`src/rtl/pipe_stage_reg.sv`:
```
// Two-entry skid-buffered pipeline register with flush, bubble insertion and
// saturating flush/stall counters. in_ready is registered to break the out_ready path.
module pipe_stage_reg #(
    parameter int                CTRL_W     = 8,
    parameter int                DATA_W     = 128,
    parameter logic [CTRL_W-1:0] FLUSH_CTRL = '0,
    parameter int                CNT_W      = 16
) (
    input  logic              clk,
    input  logic              rst,
    input  logic              in_valid,
    output logic              in_ready,
    input  logic [CTRL_W-1:0] in_ctrl,
    input  logic [DATA_W-1:0] in_data,
    output logic              out_valid,
    input  logic              out_ready,
    output logic [CTRL_W-1:0] out_ctrl,
    output logic [DATA_W-1:0] out_data,
    input  logic              flush,
    output logic [CNT_W-1:0]  flush_cnt,
    output logic [CNT_W-1:0]  stall_cnt
);

    typedef enum logic [1:0] {
        EMPTY,
        ONE,
        FULL
    } state_t;

    localparam logic [CNT_W-1:0] CNT_ONE = {{(CNT_W-1){1'b0}}, 1'b1};
    localparam logic [CNT_W-1:0] CNT_MAX = '1;

    state_t            state;
    logic [CTRL_W-1:0] skid_ctrl;
    logic [DATA_W-1:0] skid_data;
    logic              in_hs;
    logic              out_hs;

    assign in_hs  = in_valid && in_ready;
    assign out_hs = out_valid && out_ready;

    // MAIN lives directly in the out_* registers; SKID only fills when the
    // consumer stalls in the same cycle a new beat is accepted.
    always_ff @(posedge clk) begin
        if (!rst) begin
            state     <= EMPTY;
            out_valid <= 1'b0;
            in_ready  <= 1'b1;
            out_ctrl  <= FLUSH_CTRL;
            out_data  <= '0;
            skid_ctrl <= '0;
            skid_data <= '0;
        end else if (flush) begin
            state     <= EMPTY;
            out_valid <= 1'b0;
            in_ready  <= 1'b1;
            out_ctrl  <= FLUSH_CTRL;
        end else begin
            case (state)
                EMPTY: begin
                    if (in_hs) begin
                        state     <= ONE;
                        out_valid <= 1'b1;
                        out_ctrl  <= in_ctrl;
                        out_data  <= in_data;
                    end
                end
                ONE: begin
                    if (in_hs && out_hs) begin
                        out_ctrl <= in_ctrl;
                        out_data <= in_data;
                    end else if (in_hs) begin
                        state     <= FULL;
                        in_ready  <= 1'b0;
                        skid_ctrl <= in_ctrl;
                        skid_data <= in_data;
                    end else if (out_hs) begin
                        // Drained: present a bubble, keep the last data word.
                        state     <= EMPTY;
                        out_valid <= 1'b0;
                        out_ctrl  <= FLUSH_CTRL;
                    end
                end
                FULL: begin
                    if (out_hs) begin
                        state    <= ONE;
                        in_ready <= 1'b1;
                        out_ctrl <= skid_ctrl;
                        out_data <= skid_data;
                    end
                end
                default: begin
                    state     <= EMPTY;
                    out_valid <= 1'b0;
                    in_ready  <= 1'b1;
                    out_ctrl  <= FLUSH_CTRL;
                end
            endcase
        end
    end

    // A flush cycle never counts as a stall, even with a stalled beat held.
    always_ff @(posedge clk) begin
        if (!rst) begin
            flush_cnt <= '0;
            stall_cnt <= '0;
        end else begin
            if (flush && flush_cnt != CNT_MAX) begin
                flush_cnt <= flush_cnt + CNT_ONE;
            end
            if (!flush && out_valid && !out_ready && stall_cnt != CNT_MAX) begin
                stall_cnt <= stall_cnt + CNT_ONE;
            end
        end
    end

endmodule
```
`config.mk`:
```
export PLATFORM = sky130hd
export DESIGN_NAME = pipe_stage_reg
export DESIGN_NICKNAME = d
export VERILOG_FILES = /design/src/rtl/pipe_stage_reg.sv
export SDC_FILE = /design/constraint.sdc
export NUM_CORES = 1
export LEC_CHECK = 0
export ABC_AREA = 0
export CORE_MARGIN = 10
export CORE_UTILIZATION = 45
export CTS_CLUSTER_SIZE = 24
export DETAILED_ROUTE_END_ITERATION = 10
export GPL_TIMING_DRIVEN = 0
export PLACE_DENSITY = 0.73
export SYNTH_ARGS = -nofsm -noshare
export SYNTH_HDL_FRONTEND = slang
export SYNTH_SLANG_ARGS = --single-unit
```
`constraint.sdc`:
```
create_clock -name clk -period 2.7 [get_ports clk]
set_clock_uncertainty 0.15 [all_clocks]
set_input_delay 0.405 -clock clk [delete_from_list [all_inputs] [get_ports clk]]
set_output_delay 0.405 -clock clk [all_outputs]
set_load 0.03 [all_outputs]
```
==> reports/qor.csv, run 1 <==
metric;value;unit
outcome;finished, final reports clean;
io_buffers;309;
crit_path_max_incr_delay;560;ps
combPwrFrac;12.4;%
synth_flop_cell;dfxtp_1;
hold_viol_final;0;
cts_root_buf;clkbuf_16;
num-nets-final;2064;
intPower;8040;uW
p_leak;0.00676;uW
die_w;191;um
synth_top_family_by_area;compound AO/OA/AOI/OAI gates;
finalPower;10700;uW
hpwl;31.9;mm
synth_xor_xnor_area_share;0.134;%
critical_path_buf_inv_count;5;
crit_slowest_cell;clkdlybuf4s50_1;
grt_max_degree;14;
ios;311;
clock_latency;500;ps
fmax;0.390;GHz
crit_family;buffers and inverters;
cp.arrival;2850;ps
syn_area_per_cell;8.30;um^2
start_util;45.6;%
p_seq_share;44.4;%
core_region_area;28700;um^2
wl_per_cell;18.4;um
r2r_cells;8;
cts_buffers;34;
r2r_slack;270;ps
antenna_found_initial;1;
final_area;17800;um^2
placed_cell_area;16700;um^2
finalCriticalPeriod;2560;ps
final_util;62.0;%
r2r_start;state[0]$_SDFFE_PP0P_;
die_area;36300;um^2
vias_per_cell;5.40;
ir_drop;454;uV
clk_path_buf_depth;3;
min_path_type;input port to flip-flop;
clk_pin_slew;60;ps
crit_chain;clkdlybuf4s50_1 > buf_2 > or3_1 > buf_2 > buf_2 > clkbuf_1 > nand2_1 > a21oi_1;
maxCapViolCount;0;
clkSinkCount;308;
syn_nets;1719;
final_antenna_net_count;0;
num_vias;12600;
rsz0062_at_grt;true;
cts-htree-levels;2;
fillers;2545;
grt_use_total;22.6;%
crit_top_cell;buf_2;
ys_ff_latch;308;
cts_tree;built;
maxSlewHeadroom;35.2;%
cp-startpoint;flush;
r2r_end;out_data[53]$_SDFFE_PN0P_;
rows;62;
switchingPower;2670;uW
synth_compound_area_share;19.2;%
firstDrtPassIters;5;
multi_input_area;6320;um^2
min_path_cells;3;
synth_adder_area_share;0.191;%
finalSetupViolCount;0;
layout-drive-gt1-share;4.99;%
startpoint_type;input port;
whs;210;ps
power.density;602;nW/um^2
crit_type;input port to flip-flop;
layout_worst_path_cycle_share;94.9;%
async_flop_share;0;%
synth_edf_count;0;
grt_pass1_wl;67.0;mm
synthMuxAreaShare;10.2;%
cts_hold_buf;0;
first_global_vias;12400;
drt-total-wl;42.8;mm
synth_cells;1576;
worstMarginPinSlew;972;ps
critPathCaptureType;flip-flop;
ys_warn_count;0;
path_max_fanout;10;
hold_start;rst;
area_growth;36.0;%
synthSimpleGateAreaFrac;18.6;%
required;2980;ps
fp.dieH;191;um
report.final.slew_viol_count;0;
place_congestion;0.852;
grt_overflow;0;
synth_area;13100;um^2
hold_end;flush_cnt[9]$_SDFFE_PN0P_;
drtIter0Drc;790;
seqCellArea;6170;um^2
synth.distinct_cells;50;
p_sw_share;24.9;%
drcViolationCount;0;
synth_seq_area_share;47.1;%
clkPwrFrac;43.2;%
-- worst max-delay path by stage --
| stage | end | slack (ps) | cells past startpoint |
|---|---|---|---|
| 2_1_floorplan | stall_cnt[9]$_SDFFE_PN0P_ | 460 | 7 |
| 3_3_place_gp | out_data[53]$_SDFFE_PN0P_ | -770 | 7 |
| 3_5_place_dp | out_data[53]$_SDFFE_PN0P_ | -780 | 7 |
| 4_1_cts | out_data[46]$_SDFFE_PN0P_ | 30 | 7 |
| 5_1_grt | skid_data[121]$_SDFFE_PN0P_ | -4 | 8 |
| 6_report | skid_data[121]$_SDFFE_PN0P_ | 140 | 8 |
-- metal layers --
metal	vias up	part of all wire, %	global-route usage, %
li1	6223	-	-
met4	0	2.7	6.94
met5	-	0	0
met1	5867	41	27.3
met2	413	47	37.2
met3	74	9.6	7.48
-- placed cells by master, fill, tap and decap left out, types with 6 or more instances in the layout --
| cell | instances |
|---|---|
| a21oi_1 | 294 |
| a22oi_1 | 8 |
| buf_2 | 26 |
| clkbuf_1 | 109 |
| clkbuf_16 | 37 |
| clkbuf_2 | 7 |
| clkdlybuf4s50_1 | 309 |
| clkinv_2 | 6 |
| dfxtp_1 | 308 |
| mux2i_1 | 133 |
| nand2_1 | 290 |
| nand2b_1 | 7 |
| nand3_1 | 12 |
| nand4_1 | 9 |
| nor2_1 | 10 |
| nor3_1 | 6 |
| o21ai_0 | 148 |
| o31ai_1 | 8 |
| or3_1 | 139 |
| or4_1 | 8 |
-- metrics by stage --
stage	std cells	setup TNS, ps	worst slack [ps]
after floorplan	1576	0	459
after global placement	2269	-114430	-775
after detailed placement	2269	-115620	-783
after CTS	2326	0	32.9
after global routing	2327	-4.05	-4.05
final	2327	0	138
-- sequential cells by signal, indices dropped and copies added (netlist names) --
signal,flops
flush_cnt,16
in_ready,1
out_ctrl,8
out_data,128
out_valid,1
skid_ctrl,8
skid_data,128
stall_cnt,16
state,2
-- power groups by stage --
stage / clock network, uW / registers, uW / logic (uW)
2_1_floorplan: 0 / 5040 / 463
3_3_place_gp: 0 / 4850 / 1310
3_5_place_dp: 0 / 4850 / 1330
4_1_cts: 4720 / 4750 / 1330
5_1_grt: 4870 / 4770 / 1430
6_report: 4620 / 4750 / 1330
-- cell type report --
class                           count  share of cell area, %
Inverter                            3                 0.0633
Clock buffer                       48                   5.72
Buffer                            143                   3.35
Multi-Input combinational cell   1122                   35.6
Timing Repair Buffer              309                   17.4
Tap cell                          384                   2.70
Sequential cell                   308                   34.7
Clock inverter                      9                  0.549
Antenna cell                        1                 0.0141
-- cells in the mapped netlist (all sizes together) (2+ instances only) --
master  instances  area, um^2
nand3b          3        22.5
nor4            6        43.8
and3            4        25.0
inv             3        11.3
nor4b           2        17.5
o211a           2        20.0
a211oi          5        37.5
a21oi         295        1480
nor3            6        30.0
mux2i         133        1330
a22oi           8        60.1
dfxtp         308        6170
nor3b           2        20.0
o31ai           8        60.1
a31oi           3        18.8
nand2         290        1090
nand4          10        68.8
ha              2        25.0
o21ai         148         741
nor2           10        37.5
or4             8        60.1
nand3          12        60.1
nand2b          7        43.8
o21bai          3        22.5
clkbuf        108         405
buf            35         178
or3           139         870
-- cell families after synthesis --
| group | after synthesis |
|---|---|
| compound gates | 480 |
| xor+xnor | 2 |
| fa+ha+maj | 2 |
| buf+inv | 146 |
| flops | 308 |
| mux | 133 |
| simple gates | 505 |
-- what timing repair did --
item	in CTS	in global routing
buffers inserted	0	0
endpoints found under the setup margin	100	91
pin swaps	0	0
gates resized for setup	2	10
-- worst min-delay path, stage by stage --
cell and delay [ps]:
clkbuf_1 210, nand2b_1 130, mux2i_1 60
Power figures use the tool's default switching activity.
==> inputs of run 2 (changes only) <==
CAP_MARGIN = 20   (was default)
==> results of run 2 <==
No change in the layout: final DEF, timing and power equal those of run 1.
==> inputs of run 3 (changes only) <==
PLACE_DENSITY = default   (was 0.73)
PLACE_DENSITY_LB_ADDON = 0.1   (was default)
==> run 3 against run 2 <==
  * Wire length rose by 1.3%
  * Global-route usage increased by 0.37 points
  * Flip-flop and latch count is the same
  * Worst setup slack worse by 16 ps
  * Register-to-register slack lost 30 ps
  * Power down 1.2%
  * Via count fell by 0.83%
  * Die area is the same
  * Clock-buffer cell count increased by 6
  * Non-clock buffer count stayed put
  * Worst hold slack worse by 51 ps
  * Clock power down 3%
  * Largest cell class unchanged
  * Highest routed layer unchanged
==> reports/qor.csv, run 3 (synthesized netlist as in run 1, its figures left out) <==
metric;value;unit
crit_type;input port to flip-flop;
grt_max_degree;13;
ios;311;
power.density;596;nW/um^2
outcome;finished, final reports clean;
clock_latency;510;ps
area_growth;35.6;%
ir_drop;338;uV
antenna-diode-count;0;
num_vias;12500;
placed_cell_area;16700;um^2
hold_viol_final;0;
seqCellArea;6170;um^2
core_region_area;28700;um^2
grt_pass1_wl;67.6;mm
maxCapViolCount;0;
critical_path_buf_inv_count;5;
crit_path_max_incr_delay;570;ps
clk_path_buf_depth;3;
antenna_found_initial;0;
cts_tree;built;
multi_input_area;6320;um^2
cp-startpoint;flush;
die_w;191;um
top_regs;out_data: 128 flops, skid_data: 128 flops;
die_area;36300;um^2
firstDrtPassIters;5;
cts_setup_buffers;0;
required;2910;ps
crit_slowest_cell;clkdlybuf4s50_1;
cts_buffers;35;
cp.arrival;2780;ps
num-nets-final;2065;
final_antenna_net_count;0;
start_util;45.6;%
drtIter0Drc;684;
final_area;17700;um^2
cts_root_buf;clkbuf_16;
drcViolationCount;0;
path_max_fanout;10;
placement.setup.worst_slack;-797;ps
min_path_type;input port to flip-flop;
r2r_start;state[0]$_SDFFE_PP0P_;
drt-total-wl;43.4;mm
final_cell_mix;clkdlybuf4s50_1, dfxtp_1, a21oi_1, nand2_1, o21ai_0;
first_global_vias;12400;
hpwl;31.7;mm
critPathCaptureType;flip-flop;
fp.dieH;191;um
fillers;2530;
rsz0062_at_grt;false;
layout_commonest_cell;clkdlybuf4s50_1;
grt_use_total;22.9;%
maxSlewHeadroom;31.2;%
cts-htree-levels;2;
finalPower;10600;uW
layout_worst_path_cycle_share;95.5;%
setup-tns-final;0;ps
place_congestion;0.835;
crit_chain;clkdlybuf4s50_1 > buf_2 > buf_4 > clkbuf_2 > clkbuf_1 > or3_1 > a21oi_1;
rows;62;
fmax;0.388;GHz
finalSetupViolCount;0;
grt_overflow;0;
crit_family;buffers and inverters;
wl_per_cell;18.7;um
startpoint_type;input port;
finalCriticalPeriod;2580;ps
report.final.slew_viol_count;0;
clkSinkCount;308;
vias_per_cell;5.36;
layout-drive-gt1-share;4.74;%
hold_start;rst;
final_util;61.8;%
worstMarginPinSlew;1030;ps
setup_ws;122;ps
clk_pin_slew;50;ps
p_leak;0.00673;uW
io_buffers;309;
[run 3: changes by cell type in the layout (fill, tap and decap cells not counted), sizes merged]
cell,change
clkbuf,+5
clkinvlp,-1
diode,-1
buf,+1
clkinv,-4
bufinv,-2
[run 3: cell type report]
| type | count | share of cell area, % |
|---|---|---|
| repair buffers | 309 | 17.4 |
| clock inverters | 2 | 0.0564 |
| clock buffers | 54 | 5.97 |
| plain buffers | 143 | 3.36 |
| well taps | 384 | 2.71 |
| inverters | 3 | 0.0635 |
| flip-flops and latches | 308 | 34.8 |
| multi-input cells | 1122 | 35.6 |
[run 3: metrics by stage]
step,hold WS [ps],std cells
final,159,2325
after detailed placement,296,2269
after global placement,290,2269
after CTS,169,2325
after global routing,213,2325
after floorplan,286,1576
[run 3: final timing paths]
check,to,slack (ps),cells past startpoint
hold / removal,flush_cnt[1]$_SDFFE_PN0P_,160,3
setup reg to reg,out_data[53]$_SDFFE_PN0P_,240,8
hold reg to reg,skid_data[46]$_SDFFE_PN0P_,300,2
setup / recovery,out_data[53]$_SDFFE_PN0P_,120,7
[run 3: routing by layer]
| metal | share of wire, % | GRT usage, % | routed length [um] |
|---|---|---|---|
| met1 | 43 | 28.4 | 18500 |
| met2 | 46 | 37.8 | 20100 |
| met3 | 8.6 | 7.21 | 3740 |
| met4 | 2.2 | 5.97 | 954 |
| met5 | 0 | 0 | 0 |
[run 3: what timing repair did]
action | in CTS | in global routing
hold buffers | 0 | 0
endpoints found under the setup margin | 113 | 53
gates resized for setup | 2 | 11
[run 3: power breakdown]
part	leakage, uW	total [uW]	internal, uW	switching [uW]
sequential	0.00250	4750	4680	74.2
clock	0.000526	4490	2680	1820
combinational	0.00371	1330	557	777
total	0.00673	10600	7910	2670
[run 3: tightest hold or removal path: cells and delay by family]
kind,cells,cell delay (ps)
and+or+nand+nor,1,110
AOI/OAI and AO/OA,1,60
buffers and inverters,1,180
